--- src/rtl/seq_divider_pkg.sv ---
// Shared definitions for the sequential restoring divider.
// Holds the FSM state encodings, the divide-by-zero quotient fill value and
// the iteration-counter width helper used by seq_divider.
package seq_divider_pkg;

  // FSM state encodings (plain constants so legacy tools can consume them)
  typedef logic [1:0] state_t;
  localparam state_t ST_IDLE = 2'd0;
  localparam state_t ST_RUN  = 2'd1;
  localparam state_t ST_DONE = 2'd2;

  // Divide-by-zero quotient is this bit replicated across the result (all ones)
  localparam logic DBZ_QUOT_FILL = 1'b1;

  // Counter must hold the value WIDTH itself, hence WIDTH+1 codes
  function automatic int cnt_width(input int width);
    return $clog2(width + 1);
  endfunction

endpackage

--- src/rtl/seq_divider_div_step.sv ---
// One combinational restoring-division step.
// Ports: rem_in/bit_in form the shifted partial remainder, dsr is the divisor
// magnitude; rem_out is the next partial remainder, q_bit the quotient bit.
module seq_divider_div_step #(
  parameter int WIDTH = 32
) (
  input  logic [WIDTH-1:0] rem_in,
  input  logic             bit_in,
  input  logic [WIDTH-1:0] dsr,
  output logic [WIDTH-1:0] rem_out,
  output logic             q_bit
);

  logic [WIDTH:0] trial;

  // Trial subtraction is one bit wider than the operands so its msb is the
  // borrow: a set msb means the shifted remainder was smaller than dsr.
  assign trial = {rem_in, bit_in} - {1'b0, dsr};
  assign q_bit = ~trial[WIDTH];

  // When the trial fails the shifted remainder is < dsr, so its top bit is
  // zero and the low WIDTH bits are the full restored value.
  assign rem_out = q_bit ? trial[WIDTH-1:0] : {rem_in[WIDTH-2:0], bit_in};

endmodule

--- src/rtl/seq_divider.sv ---
// Multi-cycle restoring integer divider (MIPS DIV/DIVU), one quotient bit per clock.
// Ports: clk/reset (async, active-high); start, is_signed, dividend, divisor in;
// busy, done (1-cycle pulse), quotient (LO), remainder (HI), div_by_zero out.
// Build option: define SEQ_DIVIDER_SIGNED_EN to honour is_signed; otherwise all
// operations are unsigned and the sign handling logic is not built.
module seq_divider
  import seq_divider_pkg::*;
#(
  parameter int WIDTH = 32
) (
  input  logic             clk,
  input  logic             reset,
  input  logic             start,
  input  logic             is_signed,
  input  logic [WIDTH-1:0] dividend,
  input  logic [WIDTH-1:0] divisor,
  output logic             busy,
  output logic             done,
  output logic [WIDTH-1:0] quotient,
  output logic [WIDTH-1:0] remainder,
  output logic             div_by_zero
);

  localparam int CW = cnt_width(WIDTH);

  state_t           state;
  logic [CW-1:0]    count;
  logic [WIDTH-1:0] dvd_sr;    // dividend bits shift out the top, quotient bits shift in
  logic [WIDTH-1:0] rem;       // partial remainder
  logic [WIDTH-1:0] dsr_mag;   // latched divisor magnitude

  logic [WIDTH-1:0] dvd_abs;
  logic [WIDTH-1:0] dsr_abs;
  logic             div_zero;
  logic             load_run;

  logic [WIDTH-1:0] step_rem;
  logic             step_q;
  logic [WIDTH-1:0] q_raw;
  logic [WIDTH-1:0] r_raw;
  logic [WIDTH-1:0] q_res;
  logic [WIDTH-1:0] r_res;

  assign busy     = (state == ST_RUN);
  assign done     = (state == ST_DONE);
  assign div_zero = (divisor == '0);

  // A request is taken only outside RUN; a zero divisor skips RUN entirely.
  assign load_run = (state != ST_RUN) && start && !div_zero;

`ifdef SEQ_DIVIDER_SIGNED_EN
  logic dvd_neg;
  logic dsr_neg;
  logic neg_q;
  logic neg_r;

  assign dvd_neg = is_signed & dividend[WIDTH-1];
  assign dsr_neg = is_signed & divisor[WIDTH-1];
  // The most-negative value maps onto itself, which is its correct unsigned magnitude.
  assign dvd_abs = dvd_neg ? -dividend : dividend;
  assign dsr_abs = dsr_neg ? -divisor  : divisor;

  always_ff @(posedge clk or posedge reset) begin
    if (reset) begin
      neg_q <= 1'b0;
      neg_r <= 1'b0;
    end else if (load_run) begin
      neg_q <= dvd_neg ^ dsr_neg;
      neg_r <= dvd_neg;
    end
  end

  // Truncating division: quotient sign from operand signs, remainder follows dividend.
  assign q_res = neg_q ? -q_raw : q_raw;
  assign r_res = neg_r ? -r_raw : r_raw;
`else
  logic unused_is_signed;
  assign unused_is_signed = is_signed;

  assign dvd_abs = dividend;
  assign dsr_abs = divisor;
  assign q_res   = q_raw;
  assign r_res   = r_raw;
`endif

  seq_divider_div_step #(
    .WIDTH (WIDTH)
  ) u_step (
    .rem_in  (rem),
    .bit_in  (dvd_sr[WIDTH-1]),
    .dsr     (dsr_mag),
    .rem_out (step_rem),
    .q_bit   (step_q)
  );

  // Results as they stand after the current step (used on the last RUN cycle)
  assign q_raw = {dvd_sr[WIDTH-2:0], step_q};
  assign r_raw = step_rem;

  always_ff @(posedge clk or posedge reset) begin
    if (reset) begin
      state       <= ST_IDLE;
      count       <= '0;
      dvd_sr      <= '0;
      rem         <= '0;
      dsr_mag     <= '0;
      quotient    <= '0;
      remainder   <= '0;
      div_by_zero <= 1'b0;
    end else begin
      case (state)
        ST_IDLE, ST_DONE: begin
          if (start) begin
            if (div_zero) begin
              state       <= ST_DONE;
              quotient    <= {WIDTH{DBZ_QUOT_FILL}};
              remainder   <= dividend;
              div_by_zero <= 1'b1;
            end else begin
              state   <= ST_RUN;
              dvd_sr  <= dvd_abs;
              dsr_mag <= dsr_abs;
              rem     <= '0;
              count   <= CW'(WIDTH);
            end
          end else begin
            state <= ST_IDLE;
          end
        end

        ST_RUN: begin
          dvd_sr <= q_raw;
          rem    <= step_rem;
          count  <= count - CW'(1);
          if (count == CW'(1)) begin
            state       <= ST_DONE;
            quotient    <= q_res;
            remainder   <= r_res;
            div_by_zero <= 1'b0;
          end
        end

        default: state <= ST_IDLE;
      endcase
    end
  end

endmodule

--- config.mk ---
export PLATFORM = sky130hd
export DESIGN_NAME = seq_divider
export DESIGN_NICKNAME = d
export VERILOG_FILES = /design/src/rtl/seq_divider_pkg.sv /design/src/rtl/seq_divider_div_step.sv /design/src/rtl/seq_divider.sv
export SDC_FILE = /design/constraint.sdc
export NUM_CORES = 1
export LEC_CHECK = 0
export BUFFER_PORTS_ARGS = -buffer_cell sky130_fd_sc_hd__buf_2
export CAP_MARGIN = 25
export CORE_MARGIN = 4
export CORE_UTILIZATION = 25
export CTS_CLUSTER_DIAMETER = 120
export DETAILED_ROUTE_END_ITERATION = 10
export SETUP_SLACK_MARGIN = 0.02
export SLEW_MARGIN = 40
export SYNTH_ARGS = -nofsm -noshare
export SYNTH_HDL_FRONTEND = slang
export SYNTH_HIERARCHICAL = 1
export SYNTH_SLANG_ARGS = --single-unit
--- constraint.sdc ---
create_clock -name clk -period 4.9 [get_ports clk]
set_clock_uncertainty 0.05 [all_clocks]
set_input_delay 0.735 -clock clk [delete_from_list [all_inputs] [get_ports clk]]
set_output_delay 0.735 -clock clk [all_outputs]
set_load 0.05 [all_outputs]
# Word level (Yosys, flattened, before mapping)
# Index checks and enable logic that the tools add are counted.
classes:
  addsub: 2
  n_eq_ne: 7
  muxes: 26
  bitwise_logic: 2
  reduce_logical: 7
ops:
  columns: ["operator", "count"]
  rows:
  - ["32-bit two-way mux", 11]
  - ["32-bit case mux with 2 select lines", 4]
  - ["33-bit by 32-bit subtractor with 33-bit output", 1]
  - ["32-bit zero test", 1]
  - ["6-bit two-way mux", 2]
  - ["6-bit case mux with 2 select lines", 1]
  - ["6-bit by 1-bit == test with 1-bit output, second input constant", 1]
  - ["2-bit two-way mux", 3]
  - ["2-bit inequality test, second input constant", 3]
  - ["3-bit AND reduction", 2]
  - ["6-bit by 1-bit subtractor with 6-bit output, second input constant", 1]
  - ["2-bit case mux with 2 select lines", 1]
  - ["4-bit AND reduction", 1]
  - ["1-bit two-way mux", 3]
  - ["2-bit by 1-bit == test with 1-bit output, second input constant", 1]
  - ["2-bit == test, second input constant", 1]
  - ["2-bit zero test", 1]
  - ["2-bit by 1-bit inequality test with 1-bit output, second input constant", 1]
  - ["1-bit inverter", 2]
  - ["1-bit case mux with 2 select lines", 1]
  - ["2-bit nonzero test", 1]
  - ["2-bit OR reduction", 1]
totals:
  ff_bits: 169
  input_bits: 68
  out_inout_bits: 67
  wordCells: 52

# Depth between registers and ports, before layout
depth:
  word_depth: 4
  mapped_depth: 17
  depth_no_buf: 15

# Hierarchy
# Netlist, hierarchy kept.
modules_own_cells:
  columns: ["module", "n_inst", "cells_per_inst", "area_per_inst_um2", "seq_area_each_um2"]
  rows:
  - ["seq_divider", 1, 546, 6797.8, 4229.1]
  - ["seq_divider_div_step", 1, 305, 2358.5, 0.0]

# Worst setup path after synthesis
# OpenSTA, ideal clock, no wires.
synth_path:
  kind: "flip-flop to flip-flop"
  startpoint: "reg dvd_sr[31]"
  endpoint: "reg rem[10]"
  setup_time_ps: 122
  t_arrival_ps: 3311
  required_time_ps: 4728
  slack_ps: 1418
  stages_incl_launch_ff: 17
  path_buffers: 2
  period_less_slack_ps: 3482
  path_cell_list: "dfrtp_1 inv_1 ha_1 fa_1 and2b_2 o2111ai_2 a21oi_2 o2111ai_1 a211oi_2 nor2_4 mux2i_4 and2_4 buf_12 inv_8 buf_12 mux2_4 a22o_1"
synth_via:
  elab_chain_cells: 3
synth_lines:
  columns: ["element", "line", "text"]
  rows:
  - ["from (decl)", "seq_divider.sv:28", "logic [WIDTH-1:0] dvd_sr;"]
  - ["from (signal assigned)", "seq_divider.sv:121", "dvd_sr <= dvd_abs;"]
  - ["from (signal assigned)", "seq_divider.sv:132", "dvd_sr <= q_raw;"]
  - ["33-bit by 32-bit subtractor with 33-bit output", "seq_divider_div_step.sv:18", "assign trial = {rem_in, bit_in} - {1'b0, dsr};"]
  - ["32-bit two-way mux", "seq_divider_div_step.sv:23", "assign rem_out = q_bit ? trial[WIDTH-1:0] : {rem_in[WIDTH-2:0], bit_in};"]
  - ["net r_raw[10]", "seq_divider.sv:40", "logic [WIDTH-1:0] r_raw;"]
  - ["32-bit case mux with 2 select lines", "seq_divider.sv:111", "case (state)"]
  - ["to (signal assigned)", "seq_divider.sv:133", "rem <= step_rem;"]
  - ["to (decl)", "seq_divider.sv:29", "logic [WIDTH-1:0] rem;"]
# The timed path passes the listed nets, and every way through them passes these cells.
# A chain may end at the register's enable or synchronous reset.

# Worst setup path in the final report
layout_path:
  startpoint: "reg dsr_mag[0]"
  endpoint: "reg remainder[18]"
layout_via:
  elab_chain_cells: 4
layout_lines:
  columns: ["element", "line", "text"]
  rows:
  - ["from (decl)", "seq_divider.sv:30", "logic [WIDTH-1:0] dsr_mag;"]
  - ["from (signal assigned)", "seq_divider.sv:122", "dsr_mag <= dsr_abs;"]
  - ["33-bit by 32-bit subtractor with 33-bit output", "seq_divider_div_step.sv:18", null]
  - ["32-bit two-way mux", "seq_divider_div_step.sv:23", null]
  - ["net r_raw[18]", "seq_divider.sv:40", null]
  - ["32-bit two-way mux", "seq_divider.sv:135", "if (count == CW'(1)) begin"]
  - ["32-bit case mux with 2 select lines", "seq_divider.sv:111", null]
  - ["to (signal assigned)", "seq_divider.sv:117", "remainder <= dividend;"]
  - ["to (signal assigned)", "seq_divider.sv:138", "remainder <= r_res;"]
  - ["to (decl)", "seq_divider.sv:20", "output logic [WIDTH-1:0] remainder,"]
# The timed path passes the listed nets, and every way through them passes these cells. The select of a mux whose other input is x is not followed.

==> flow_summary.ini <==
[status]
status = finished clean

[sta]
worst_pin_slew_ps = 826
hold_viol = 0
finalCriticalPeriod_ps = 4010
fmax_mhz = 249
drv_slew = 0
rsz0062_at_grt = false
fin_setup_tns_ps = 0
whs_ps = 339
setup_viol = 0
fin_crit_sh_pct = 81.9
relSlewSlack_pct = 44.9

[worst_setup_path]
worstReg2RegEnd = remainder[18]$_DFFE_PP0P_
worstSetupStartpointType = flip-flop
end_kind = flip-flop
path_class = reg -> reg
crit_slowest_cell = dfrtp_1
critPathArrivalTime_ps = 4270
cpPeakStageDelay_ps = 410
worst-path-max-fanout = 25
critPathTopFamily = compound AO/OA/AOI/OAI gates
ff2ff_path_depth = 14
path_cells = ha_1 > fa_1 > and2b_2 > o2111ai_2 > a21oi_2 > o2111ai_1 > a211oi_2 > nor2_4 > mux2i_4 > and2_4 > inv_8 > mux2_4 > mux2i_1 > o21ai_1
r2r-start = dsr_mag[0]$_DFFE_PP0P_
required_ps = 5150
cp_num_buf_inv = 1
r2r_setup_slack_ps = 890

[detailed_routing]
num_vias = 7061
drt_iter0_markers = 336
drtPass1Iterations = 5
drtAntennaViolNets = 0
wl_per_cell_um = 18.1
drc_errors = 0
vias_per_cell = 4.92
wl_um = 25900

[logic_synthesis]
synth_top_cell_by_area = dfrtp_1
synth_top_area_share_pct = 46.2
ys_ff_latch = 169
syn_nets = 954
synth_cells = 851
yosysWarnings = 6
yosysUniqueCellTypes = 72
syn_area_per_cell_um2 = 10.8
syn_area_um2 = 9160
netlist_top_cells_area = dfrtp_1 46%, ha_1 4.6%, mux2_2 4.4%
async_flop_share_pct = 100
yosysSeqAreaShare_pct = 46.2
synth_edf_count = 0
synth-main-ff-cell = dfrtp_1

[cts]
clockBufferDepth = 2
clk_pin_slew_ps = 70
cts_buffers = 17
clk_latency_ps = 430
post-cts-setup-buffers = 0
cts_root_buf = clkbuf_16
cts_resized = 0
cts_sinks = 169
cts_hold_buffers = 0
cts_tree = yes
h-tree-depth = 4

[global_routing]
grt_pass1_vias = 6937
grt_max_degree = 98
antenna_found_initial = 7
grt_pass1_wl_um = 39800
grt_usage_pct = 12.8
overflow = 0

[min_path]
holdCritPathClass = in -> async

[finish]
area_growth_pct = 17.9
fill_cells = 3687
drive_above_1_share_pct = 25.6
final_nets = 1063

[placement]
dp_hpwl_um = 18900
portBuffers = 133
gp_congestion = 0.823

[flow_run]
cap_viol_max_count = 0

[floorplan]
die_width_um = 199
rows = 69
core_area_um2 = 35800
die_h_um = 199
start_util_pct = 25.6
dieArea_um2 = 39800
io_pins = 135
[worst max-delay path by stage]
| stage | from | slack, ps | to | cells past startpoint |
|---|---|---|---|---|
| after floorplan | dvd_sr[31]$_DFFE_PP0P_ | 1420 | rem[10]$_DFFE_PP0P_ | 16 |
| after global placement | dvd_sr[31]$_DFFE_PP0P_ | 930 | remainder[9]$_DFFE_PP0P_ | 15 |
| after detailed placement | dvd_sr[31]$_DFFE_PP0P_ | 900 | remainder[18]$_DFFE_PP0P_ | 15 |
| after CTS | dvd_sr[31]$_DFFE_PP0P_ | 880 | remainder[22]$_DFFE_PP0P_ | 15 |
| after global routing | dvd_sr[31]$_DFFE_PP0P_ | 680 | remainder[22]$_DFFE_PP0P_ | 15 |
| final | dsr_mag[0]$_DFFE_PP0P_ | 890 | remainder[18]$_DFFE_PP0P_ | 14 |
[per-stage QoR]
| stage | worst slack (ps) | instances | instance area, µm² | util [%] |
|---|---|---|---|---|
| finish | 886 | 1435 | 10800 | 30.1 |
| global route | 683 | 1435 | 10800 | 30.1 |
| CTS | 878 | 1434 | 10800 | 30.1 |
| detailed placement | 904 | 1402 | 10200 | 28.4 |
| global placement | 932 | 1401 | 10200 | 28.4 |
| floorplan | 1420 | 851 | 9160 | - |
[sequential cells by signal, indices dropped and copies added (netlist names)]
| signal | cells |
|---|---|
| state | 2 |
| quotient | 32 |
| rem | 32 |
| dsr_mag | 32 |
| dvd_sr | 32 |
| count | 6 |
| remainder | 32 |
| div_by_zero | 1 |
[metal layers]
layer	GRT usage [%]	vias up	wire (µm)
li1	-	3349	-
met1	18.4	3500	12700
met2	19.4	159	11400
met3	2.65	41	1310
met4	3.92	12	469
met5	0	-	62
[placed cells by master, fill, tap and decap left out, types with 4 or more instances in the layout]
cell,n
o22ai_1,32
nand2_1,19
nor2b_1,4
and3_1,4
clkinvlp_4,4
a31oi_1,6
nor3_1,8
buf_2,133
nand3_1,50
a21oi_1,56
xor2_1,13
buf_4,6
o22a_1,32
o21ai_0,23
or3_1,4
o21a_1,8
o2111ai_1,4
clkbuf_16,17
mux2_4,19
xnor2_1,15
o21bai_1,4
ha_1,34
nand4_1,7
dfrtp_1,169
nor2_1,10
o21ai_1,30
a21o_1,17
nor4_1,9
mux2_2,36
inv_6,5
inv_1,69
mux2i_1,34
a22o_1,32
[synthesized netlist by cell type, drive strengths merged (9+ instances only)]
cell type / instances
o21ai: 54
nor4: 9
o22a: 32
a21oi: 57
nand3: 50
a22o: 32
nand2: 20
ha: 34
o22ai: 32
xnor2: 15
mux2: 55
clkbuf: 17
mux2i: 35
nor2: 11
xor2: 13
a21o: 18
inv: 71
dfrtp: 169
buf: 34
[cell families after synthesis]
kind of cell | after synthesis | share of synthesized area (%)
xor gates and xnor gates | 28 | 2.68
AOI/OAI and AO/OA | 268 | 19.8
buffers and inverters | 125 | 6.91
muxes | 90 | 11.5
adders and majority gates | 35 | 4.86
DFF | 169 | 46.2
and+or+nand+nor | 136 | 8.09
[worst min-delay path, stage by stage]
cell	delay, ps
buf_2	110
clkinvlp_4	70
buf_12	310
[cell type report]
type                    instances  area [µm²]  share of cell area, %
multi-input cells             557        4320                   40.0
flip-flops and latches        169        4230                   39.2
repair buffers                142         778                   7.21
well taps                     461         577                   5.34
clock buffers                  19         443                   4.10
inverters                      73         290                   2.69
clock inverters                13         158                   1.46
diodes                          1        2.50                 0.0232
Power is left out: the tool's default activity adds up to more than one toggle a clock period on the data nets, which glitch-free logic cannot reach.
